<file path="src/rtl/cpu_pkg.sv">
// Shared CPU types: address/data widths, fetch FSM states and the prefetch-queue entry.
package cpu_pkg;

   localparam int PC_W   = 6;
   localparam int DATA_W = 32;

   typedef enum logic [1:0] {
      BOOT   = 2'd0,
      RUN    = 2'd1,
      SQUASH = 2'd2
   } fetch_state_t;

   typedef struct packed {
      logic [DATA_W-1:0] instr;
      logic [PC_W-1:0]   pc;
   } fetch_entry_t;

endpackage

</file>
<file path="src/rtl/instr_fetch_if.sv">
// Fetch-stage bus: instruction-memory read port plus the valid/ready link to decode.
interface instr_fetch_if;
   import cpu_pkg::*;

   // Handshake: decode takes the head in any cycle where if_valid & id_ready are both high;
   // if_instr/if_pc are stable while if_valid & ~id_ready. Memory data returns one cycle after imem_req.
   logic [PC_W-1:0]   counter;
   logic              imem_req;
   logic [DATA_W-1:0] imem_rdata;
   logic              if_valid;
   logic [DATA_W-1:0] if_instr;
   logic [PC_W-1:0]   if_pc;
   logic              id_ready;

   modport master (
      output counter, imem_req, if_valid, if_instr, if_pc,
      input  imem_rdata, id_ready
   );

   modport slave (
      input  counter, imem_req, if_valid, if_instr, if_pc,
      output imem_rdata, id_ready
   );

endinterface

</file>
<file path="src/rtl/fetch_fifo.sv">
// Prefetch queue of {instr, pc} entries; flush beats a same-cycle push, push and pop may coincide.
module fetch_fifo
   import cpu_pkg::*;
#(
   parameter  int DEPTH = 2,
   localparam int AW    = $clog2(DEPTH),
   localparam int CNT_W = $clog2(DEPTH + 1)
) (
   input  logic             clk,
   input  logic             rst_n,
   input  logic             flush,
   input  logic             push,
   input  fetch_entry_t     push_entry,
   input  logic             pop,
   output logic [CNT_W-1:0] count,
   output fetch_entry_t     head
);

   fetch_entry_t     mem_q [DEPTH];
   fetch_entry_t     mem_d [DEPTH];
   logic [AW-1:0]    wr_q, wr_d;
   logic [AW-1:0]    rd_q, rd_d;
   logic [CNT_W-1:0] cnt_q, cnt_d;

   always_comb begin
      mem_d = mem_q;
      wr_d  = wr_q;
      rd_d  = rd_q;
      cnt_d = cnt_q;
      if (flush) begin
         wr_d  = '0;
         rd_d  = '0;
         cnt_d = '0;
      end else begin
         if (push) begin
            mem_d[wr_q] = push_entry;
            wr_d        = wr_q + 1'b1;
         end
         if (pop) begin
            rd_d = rd_q + 1'b1;
         end
         case ({push, pop})
            2'b10:   cnt_d = cnt_q + 1'b1;
            2'b01:   cnt_d = cnt_q - 1'b1;
            default: cnt_d = cnt_q;
         endcase
      end
   end

   always_ff @(posedge clk or negedge rst_n) begin
      if (!rst_n) begin
         mem_q <= '{default: '0};
         wr_q  <= '0;
         rd_q  <= '0;
         cnt_q <= '0;
      end else begin
         mem_q <= mem_d;
         wr_q  <= wr_d;
         rd_q  <= rd_d;
         cnt_q <= cnt_d;
      end
   end

   assign count = cnt_q;
   assign head  = mem_q[rd_q];

endmodule

</file>
<file path="src/rtl/instr_fetch.sv">
// Instruction fetch: PC, one-deep outstanding-read tracking, BOOT/RUN/SQUASH FSM, prefetch queue.
// Optional IF_STALL_CNT_EN adds an 8-bit saturating count of memen cycles that could not issue.
module instr_fetch
   import cpu_pkg::*;
#(
   parameter int DEPTH = 2
) (
   input  logic              clk,
   input  logic              reset,
   input  logic              memen,
   input  logic              redirect,
   input  logic [PC_W-1:0]   redirect_pc,
`ifdef IF_STALL_CNT_EN
   output logic [7:0]        stall_cnt,
`endif
   output fetch_state_t      dbg_state,
   instr_fetch_if.master     bus
);

   localparam int CNT_W = $clog2(DEPTH + 1);

   fetch_state_t     state_q, state_d;
   logic [PC_W-1:0]  counter_q, counter_d;
   logic [PC_W-1:0]  pend_pc_q, pend_pc_d;
   logic             pending_q, pending_d;
   logic [CNT_W-1:0] count;
   fetch_entry_t     head;
   logic             if_valid, pop, push, req;
   logic [CNT_W:0]   occupancy;

   assign if_valid  = (count != '0);
   assign pop       = if_valid & bus.id_ready & ~redirect;
   assign push      = pending_q & (state_q != SQUASH) & ~redirect;
   // Slots already promised to the queue, counting the in-flight read and this cycle's pop.
   assign occupancy = {1'b0, count} + (CNT_W + 1)'(pending_q) - (CNT_W + 1)'(if_valid & bus.id_ready);
   assign req       = (state_q == RUN) & memen & ~redirect & (occupancy < (CNT_W + 1)'(DEPTH));

   always_comb begin
      state_d   = state_q;
      counter_d = counter_q;
      pend_pc_d = pend_pc_q;
      pending_d = req;
      if (req) begin
         counter_d = counter_q + 1'b1;
         pend_pc_d = counter_q;
      end
      if (redirect) begin
         counter_d = redirect_pc;
      end
      case (state_q)
         BOOT:    if (!redirect) state_d = RUN;
         RUN:     if (redirect && pending_q) state_d = SQUASH;
         SQUASH:  state_d = RUN;
         default: state_d = BOOT;
      endcase
   end

   always_ff @(posedge clk or negedge reset) begin
      if (!reset) begin
         state_q   <= BOOT;
         counter_q <= '0;
         pend_pc_q <= '0;
         pending_q <= 1'b0;
      end else begin
         state_q   <= state_d;
         counter_q <= counter_d;
         pend_pc_q <= pend_pc_d;
         pending_q <= pending_d;
      end
   end

   fetch_fifo #(.DEPTH(DEPTH)) u_fifo (
      .clk        (clk),
      .rst_n      (reset),
      .flush      (redirect),
      .push       (push),
      .push_entry ('{instr: bus.imem_rdata, pc: pend_pc_q}),
      .pop        (pop),
      .count      (count),
      .head       (head)
   );

`ifdef IF_STALL_CNT_EN
   logic [7:0] stall_q, stall_d;

   always_comb begin
      stall_d = stall_q;
      if (redirect) begin
         stall_d = '0;
      end else if ((state_q == RUN) && memen && !req && (stall_q != 8'hFF)) begin
         stall_d = stall_q + 1'b1;
      end
   end

   always_ff @(posedge clk or negedge reset) begin
      if (!reset) stall_q <= '0;
      else        stall_q <= stall_d;
   end

   assign stall_cnt = stall_q;
`endif

   assign dbg_state    = state_q;
   assign bus.counter  = counter_q;
   assign bus.imem_req = req;
   assign bus.if_valid = if_valid;
   assign bus.if_instr = head.instr;
   assign bus.if_pc    = head.pc;

endmodule

</file>
<file path="src/flat_wrapper.sv">
// flat-port wrapper written by rule: the top's interface ports become plain ports
module instr_fetch_flat import cpu_pkg::*;
#(
   parameter int DEPTH = 2
)
  (clk, reset, memen, redirect, redirect_pc, dbg_state, bus_counter, bus_imem_req, bus_if_valid, bus_if_instr, bus_if_pc, bus_imem_rdata, bus_id_ready);
  instr_fetch_if bus_i ();
  input  logic clk;
  input  logic reset;
  input  logic memen;
  input  logic redirect;
  input  logic [PC_W-1:0] redirect_pc;
  output fetch_state_t dbg_state;
  output wire logic [$bits(bus_i.counter)-1:0] bus_counter;
  output wire logic [$bits(bus_i.imem_req)-1:0] bus_imem_req;
  output wire logic [$bits(bus_i.if_valid)-1:0] bus_if_valid;
  output wire logic [$bits(bus_i.if_instr)-1:0] bus_if_instr;
  output wire logic [$bits(bus_i.if_pc)-1:0] bus_if_pc;
  input wire logic [$bits(bus_i.imem_rdata)-1:0] bus_imem_rdata;
  input wire logic [$bits(bus_i.id_ready)-1:0] bus_id_ready;
  assign bus_counter = bus_i.counter;
  assign bus_imem_req = bus_i.imem_req;
  assign bus_if_valid = bus_i.if_valid;
  assign bus_if_instr = bus_i.if_instr;
  assign bus_if_pc = bus_i.if_pc;
  assign bus_i.imem_rdata = bus_imem_rdata;
  assign bus_i.id_ready = bus_id_ready;
  instr_fetch #(.DEPTH(DEPTH)) u_core (.clk(clk), .reset(reset), .memen(memen), .redirect(redirect), .redirect_pc(redirect_pc), .dbg_state(dbg_state), .bus(bus_i));
endmodule
</file>
<file path="config.mk">
export PLATFORM = sky130hd
export DESIGN_NAME = instr_fetch_flat
export DESIGN_NICKNAME = d
export VERILOG_FILES = /design/src/rtl/cpu_pkg.sv /design/src/rtl/instr_fetch_if.sv /design/src/rtl/fetch_fifo.sv /design/src/rtl/instr_fetch.sv /design/src/flat_wrapper.sv
export SDC_FILE = /design/constraint.sdc
export NUM_CORES = 1
export LEC_CHECK = 0
export CAP_MARGIN = 15
export CELL_PAD_IN_SITES_DETAIL_PLACEMENT = 1
export CELL_PAD_IN_SITES_GLOBAL_PLACEMENT = 1
export CORE_UTILIZATION = 41
export CTS_CLUSTER_DIAMETER = 100
export DETAILED_ROUTE_END_ITERATION = 10
export DONT_BUFFER_PORTS = 1
export PLACE_DENSITY_LB_ADDON = 0.3
export SLEW_MARGIN = 15
export SYNTH_ARGS = -nofsm -noshare
export SYNTH_HDL_FRONTEND = slang
export SYNTH_SLANG_ARGS = --single-unit
</file>
<file path="constraint.sdc">
create_clock -name clk -period 2.6 [get_ports clk]
set_input_delay 0.26 -clock clk [delete_from_list [all_inputs] [get_ports clk]]
set_output_delay 0.26 -clock clk [all_outputs]
set_load 0.02 [all_outputs]
</file>
==> run summary, run 1 <==
Number of enable flip-flop cells after synthesis = 0
Setup-failing EPs final = 0
All-Layer GR Usage = 17.1%
Worst skew pair latency = 0.36 ns
Crit path time final = 2.45 ns
Worst setup margin = 0.149 ns
Die Wd = 106 µm
Fillers = 1017
Die height = 106 µm
Area delta synth->final = 11.4%
Post-Route WL = 8830 µm
CTS max path bufs = 2
Synthesized flop and latch total = 95
CP max stage cell = fa_1
CP max FO = 6
Worst Tran Pin Value = 0.481 ns
Synthesized Nets = 345
Routed Antenna Nets = 0
Clock sinks = 95
CTS tree = built
Detail Placement HPWL = 5640 µm
Final Max Tran Viols = 0
FMAX = 0.408 GHz
Async S/R FF share, synth = 100%
Hold Vio Cnt, Final = 0
Total CTS buffers = 9
Tcrit/Tclk final = 94.3%
First-pass GRT wire length = 14700 µm
Predominant post-synthesis flop cell = dfrtp_1
Slew HR = 67.9%
Post-Route Setup TNS = 0 ns
Routability cong. = 0.723
Antenna violations before repair = 0
Nets = 358
# rows = 37
Vias in the first global route = 2811
CTS H-tree lvls = 3
Unrepaired setup endpoints after global routing = no
Worst vdd ir = 0.000290 V
Synthesized area = 4420 µm²
Max cap viols = 0
YS warnings = 0
Leakage = 2.17 nW
Worst Hold Class = input port to register
Pin count of the biggest net entering global routing = 96
Share of layout cells above drive strength 1 = 35.8%
Port Buffers = 0
# IOs = 91
CP endpoint kind = output port
Post-Place Worst Slack = 0.115 ns
Synth unique cells = 47
Worst EP required = 2.34 ns
Critical Path Source Type = register
Status = finished clean
Crit-path max cell delay = 0.57 ns
Worst-path clk slew = 0.10 ns
Iter 0 DRT Violations = 59
Area of the core = 10400 µm²
Setup Skew = 0.0112 ns
Worst path top cell family by delay = adder cells
Die Area = 11200 µm²
Mean post-synth cell area = 14.7 µm²
Syn Inst Count = 300
WS Path Type = register to output port
Post-DR vias/cell = 5.43
Power per cell area = 991 nW/µm²
Sequential area share after synthesis = 53.8%
Vias = 2463
Drt pass-1 iters = 4
Gr ovfl total = 0
Ant diodes = 0
Initial Util = 42.6%
DRC viols = 0
Wire length per cell = 19.4 µm
Worst EP arrival = 2.19 ns
Buf/Inv on CP = 1
CP cell instances = o21ai_2 -> nor2_1 -> fa_1 -> nand4b_4 -> nor3_4 -> buf_4
Root buffer cell = clkbuf_8
area by class of cell:
| cell class | instances | area [µm²] | share of cell area [%] |
|---|---|---|---|
| sequential | 95 | 2380 | 48.4 |
| clock inverter | 6 | 95.1 | 1.93 |
| inverter | 4 | 15.0 | 0.305 |
| clock buffer | 10 | 128 | 2.59 |
| multi-input combinational | 184 | 1910 | 38.9 |
| timing repair buffer | 19 | 220 | 4.48 |
| tap | 136 | 170 | 3.46 |
cell usage after synthesis (2+ instances only):
cell | count | area (µm²)
nand2_1 | 3 | 11.3
nand4_1 | 2 | 12.5
inv_2 | 2 | 7.51
inv_1 | 2 | 7.51
clkbuf_1 | 3 | 11.3
nor2_1 | 5 | 18.8
buf_2 | 7 | 35.0
nand3_1 | 5 | 25.0
or4_1 | 4 | 30.0
dfrtp_1 | 95 | 2380
buf_4 | 2 | 15.0
o21ai_0 | 5 | 25.0
mux2_1 | 44 | 495
buf_6 | 5 | 56.3
o31ai_1 | 2 | 15.0
mux2_4 | 20 | 300
a31oi_1 | 3 | 18.8
o211ai_1 | 3 | 22.5
mux2_2 | 56 | 631
xor2_1 | 3 | 26.3
nor2b_1 | 2 | 12.5
a21oi_1 | 2 | 10.0
kinds of logic after synthesis:
kind of cell | Yosys count | synth area share (%)
mux | 120 | 32.3
compound gates | 20 | 3.03
simple gates | 39 | 6.54
xor+xnor | 3 | 0.595
buf+inv | 21 | 3.00
fa+ha+maj | 2 | 0.736
flops | 95 | 53.8
power by group:
| part | internal [mW] | total (mW) | switching (mW) |
|---|---|---|---|
| registers | 2.01 | 2.34 | 0.327 |
| logic | 0.700 | 1.47 | 0.768 |
| clock network | 0.549 | 1.07 | 0.518 |
registers in the layout (all words and copies together) (netlist names):
signal,flops
u_core.bus.counter,6
u_core.u_fifo.wr_q,1
u_core.u_fifo.rd_q,1
u_core.dbg_state,2
u_core.pending_q,1
u_core.pend_pc_q,6
u_core.u_fifo.count,2
u_core.u_fifo.mem_q,76
per-layer routing:
metal	wire length (µm)	global-route usage [%]
met3	454	5.01
met1	3860	21.6
met2	4400	27.8
met4	107	5.95
met5	0	0
through the flow:
stage | util [%] | power (mW) | hold WS [ns] | std cells | area (µm²)
final | 47.4 | 4.87 | 0.0244 | 454 | 4920
after global routing | 47.4 | 5.18 | 0.000687 | 454 | 4920
after CTS | 46.7 | 4.95 | 0.00582 | 446 | 4840
after detailed placement | 44.1 | 3.81 | -0.0338 | 427 | 4570
after global placement | 44.1 | 3.73 | -0.0333 | 427 | 4570
after floorplan | - | 3.53 | -0.0356 | 300 | 4420
what timing repair did:
action | in CTS | in global routing
resized for setup | 2 | 1
hold buffers | 3 | 6
buffers inserted | 0 | 2
pin swaps | 0 | 1
gates cloned | 0 | 0
endpoints found under the hold margin | 98 | 6
endpoints found under the setup margin | 1 | 1
final timing paths:
kind | slack [ns] | start | cells after the start | end
max | 0.15 | u_core.u_fifo.count[0] | 6 | bus_imem_req
min | 0.02 | bus_imem_rdata[10] | 1 | u_core.u_fifo.mem_q[54]
max reg2reg | 0.24 | u_core.u_fifo.count[0] | 7 | u_core.bus.counter[2]
min reg2reg | 0.49 | u_core.u_fifo.mem_q[54] | 1 | u_core.u_fifo.mem_q[54]
max in group asynchronous | 1.73 | reset | 2 | u_core.u_fifo.rd_q
min in group asynchronous | 0.46 | reset | 2 | u_core.u_fifo.mem_q[29]
cells in the final DEF (no fill, tap or decap), types with 2 or more instances in the layout:
master and count:
nor2b_1 2, o31ai_1 2, nand4_1 2, nor2_1 5, nand2_1 3, or4_1 4, o21ai_0 4, mux2_4 20
nand3_1 5, dlygate4sd3_1 8, inv_1 2, dfrtp_1 93, bufinv_16 2, dfrtp_2 2, buf_12 3, inv_2 2
clkinv_4 4, a21oi_1 2, xor2_1 3, mux2_1 44, buf_4 7, a31oi_1 3, mux2_2 56, clkbuf_8 9
o211ai_1 3
Note: power is estimated with default switching activity, not from simulation.
==> inputs of run 2 (changes only) <==
CELL_PAD_IN_SITES_DETAIL_PLACEMENT = 0   (was 1)
==> run summary, run 2 (synthesized netlist as in run 1, its figures left out) <==
Vias in the first global route = 2570
# IOs = 91
Commonest non-fill, non-tap cell in the layout = dfrtp_1
Tcrit/Tclk final = 91.9%
Initial Util = 42.6%
Pint = 3.20 mW
Die height = 106 µm
Tot Pwr = 4.77 mW
WS Path Type = register to output port
Sw Pwr = 1.58 mW
Die Wd = 106 µm
Net Sw Frac = 33.0%
Root buffer cell = clkbuf_8
Nets = 351
Leakage = 2.13 nW
Iter 0 DRT Violations = 77
Unrepaired setup endpoints after global routing = no
Top reg by flops = u_core.u_fifo.mem_q
Ant diodes = 0
Status = finished clean
# rows = 37
Detail Placement HPWL = 5200 µm
Vias = 2418
Comb power frac = 30.4%
Gr ovfl total = 0
Routability cong. = 0.723
CP endpoint kind = output port
Setup Skew = 0.0139 ns
Setup-failing EPs final = 0
Port Buffers = 0
Clock share of power = 21.0%
Worst EP required = 2.34 ns
Power per cell area = 987 nW/µm²
Antenna violations before repair = 0
Worst vdd ir = 0.000294 V
FF-to-FF path depth = 7
Post-Place Worst Slack = 0.149 ns
Pin count of the biggest net entering global routing = 96
Fillers = 931
Wire length per cell = 18.7 µm
First-pass GRT wire length = 13700 µm
Share of layout cells above drive strength 1 = 36.1%
Worst hold stages = 1
Post-Route Setup TNS = 0 ns
Total CTS buffers = 9
Max cap viols = 0
Area delta synth->final = 9.40%
CTS H-tree lvls = 3
Drt pass-1 iters = 4
Slew HR = 66.9%
Hold Vio Cnt, Final = 0
Internal reg-to-reg setup slack = 0.23 ns
Routed Antenna Nets = 0
DRC viols = 0
Reg power frac = 48.6%
CP max FO = 7
Worst setup margin = 0.210 ns
Worst skew pair latency = 0.35 ns
CTS max path bufs = 2
Largest register FFs = 76
Die Area = 11200 µm²
Post-DR vias/cell = 5.42
Worst Hold Class = input port to register
FMAX = 0.418 GHz
CTS tree = built
Area of the core = 10400 µm²
Commonest non-fill, non-tap cells in the layout = dfrtp_1, mux2_2, mux2_1
Worst Tran Pin Value = 0.496 ns
Worst EP arrival = 2.13 ns
Crit path time final = 2.39 ns
Critical Path Source Type = register
Post-Route WL = 8350 µm
Worst-path clk slew = 0.10 ns
Final Max Tran Viols = 0
All-Layer GR Usage = 15.8%
Clock sinks = 95
==> run 2: changes by cell type in the layout (fill, tap and decap cells not counted), sizes merged <==
| cell | delta |
|---|---|
| dlygate4sd3 | -6 |
| buf | -1 |
| clkinv | -4 |
| clkbuf | +1 |
| inv | +1 |
| bufinv | -1 |
| clkinvlp | +2 |
==> run 2: path summary, 6_finish.rpt <==
kind | from | end
worst max-delay path | u_core.pending_q | bus_imem_req
worst min-delay path | bus_imem_rdata[10] | u_core.u_fifo.mem_q[16]
worst max register to register | u_core.pending_q | u_core.bus.counter[3]
worst min register to register | u_core.u_fifo.mem_q[61] | u_core.u_fifo.mem_q[61]
max in group asynchronous | reset | u_core.u_fifo.rd_q
min in group asynchronous | reset | u_core.u_fifo.mem_q[30]
==> run 2: final cells by class <==
class,instances,area (µm²),area share [%]
flip-flops and latches,95,2380,49.2
multi-input cells,184,1910,39.6
well taps,136,170,3.52
repair buffers,12,153,3.16
clock buffers,11,151,3.13
clock inverters,4,53.8,1.11
inverters,4,15.0,0.311
==> run 2: what timing repair did <==
item                       CTS  global route
hold endpoints to repair    98             0
pin swaps                    0             1
setup endpoints to repair    1             1
hold buffers                 3             0
setup buffers                0             1
gates resized for setup      1             1
==> run 2: metal layers <==
layer	track usage, %	wire, µm	vias up	share of wire, %
met1	20.9	3850	1239	46
met5	0	0	-	0
met3	4.70	474	12	5.7
li1	-	-	1102	-
met2	24.5	3900	65	47
met4	5.65	119	0	1.4
==> run 2: power groups by stage <==
stage	Combinational (mW)	Clock (mW)	Sequential, mW
2_1_floorplan	1.28	0	2.25
3_5_place_dp	1.43	0	2.36
6_report	1.45	1.00	2.32
5_1_grt	1.55	1.10	2.40
4_1_cts	1.47	1.05	2.33
3_3_place_gp	1.41	0	2.32
==> run 2: critical path: stages (launching register included) <==
cell      delay, ns
dfrtp_1        0.49
xor2_1         0.17
nand2_1        0.08
fa_1           0.54
nand4b_4       0.14
nor3_4         0.19
buf_4          0.17
==> run 2: per-stage QoR <==
stage / instance area [µm²] / utilization, % / cells / hold slack, ns
detailed placement: 4570 / 44.1 / 427 / -0.0338
CTS: 4820 / 46.5 / 445 / 0.00477
finish: 4830 / 46.6 / 446 / 0.0269
floorplan: 4420 / - / 300 / -0.0356
global placement: 4570 / 44.1 / 427 / -0.0333
global route: 4830 / 46.6 / 446 / 0.00281
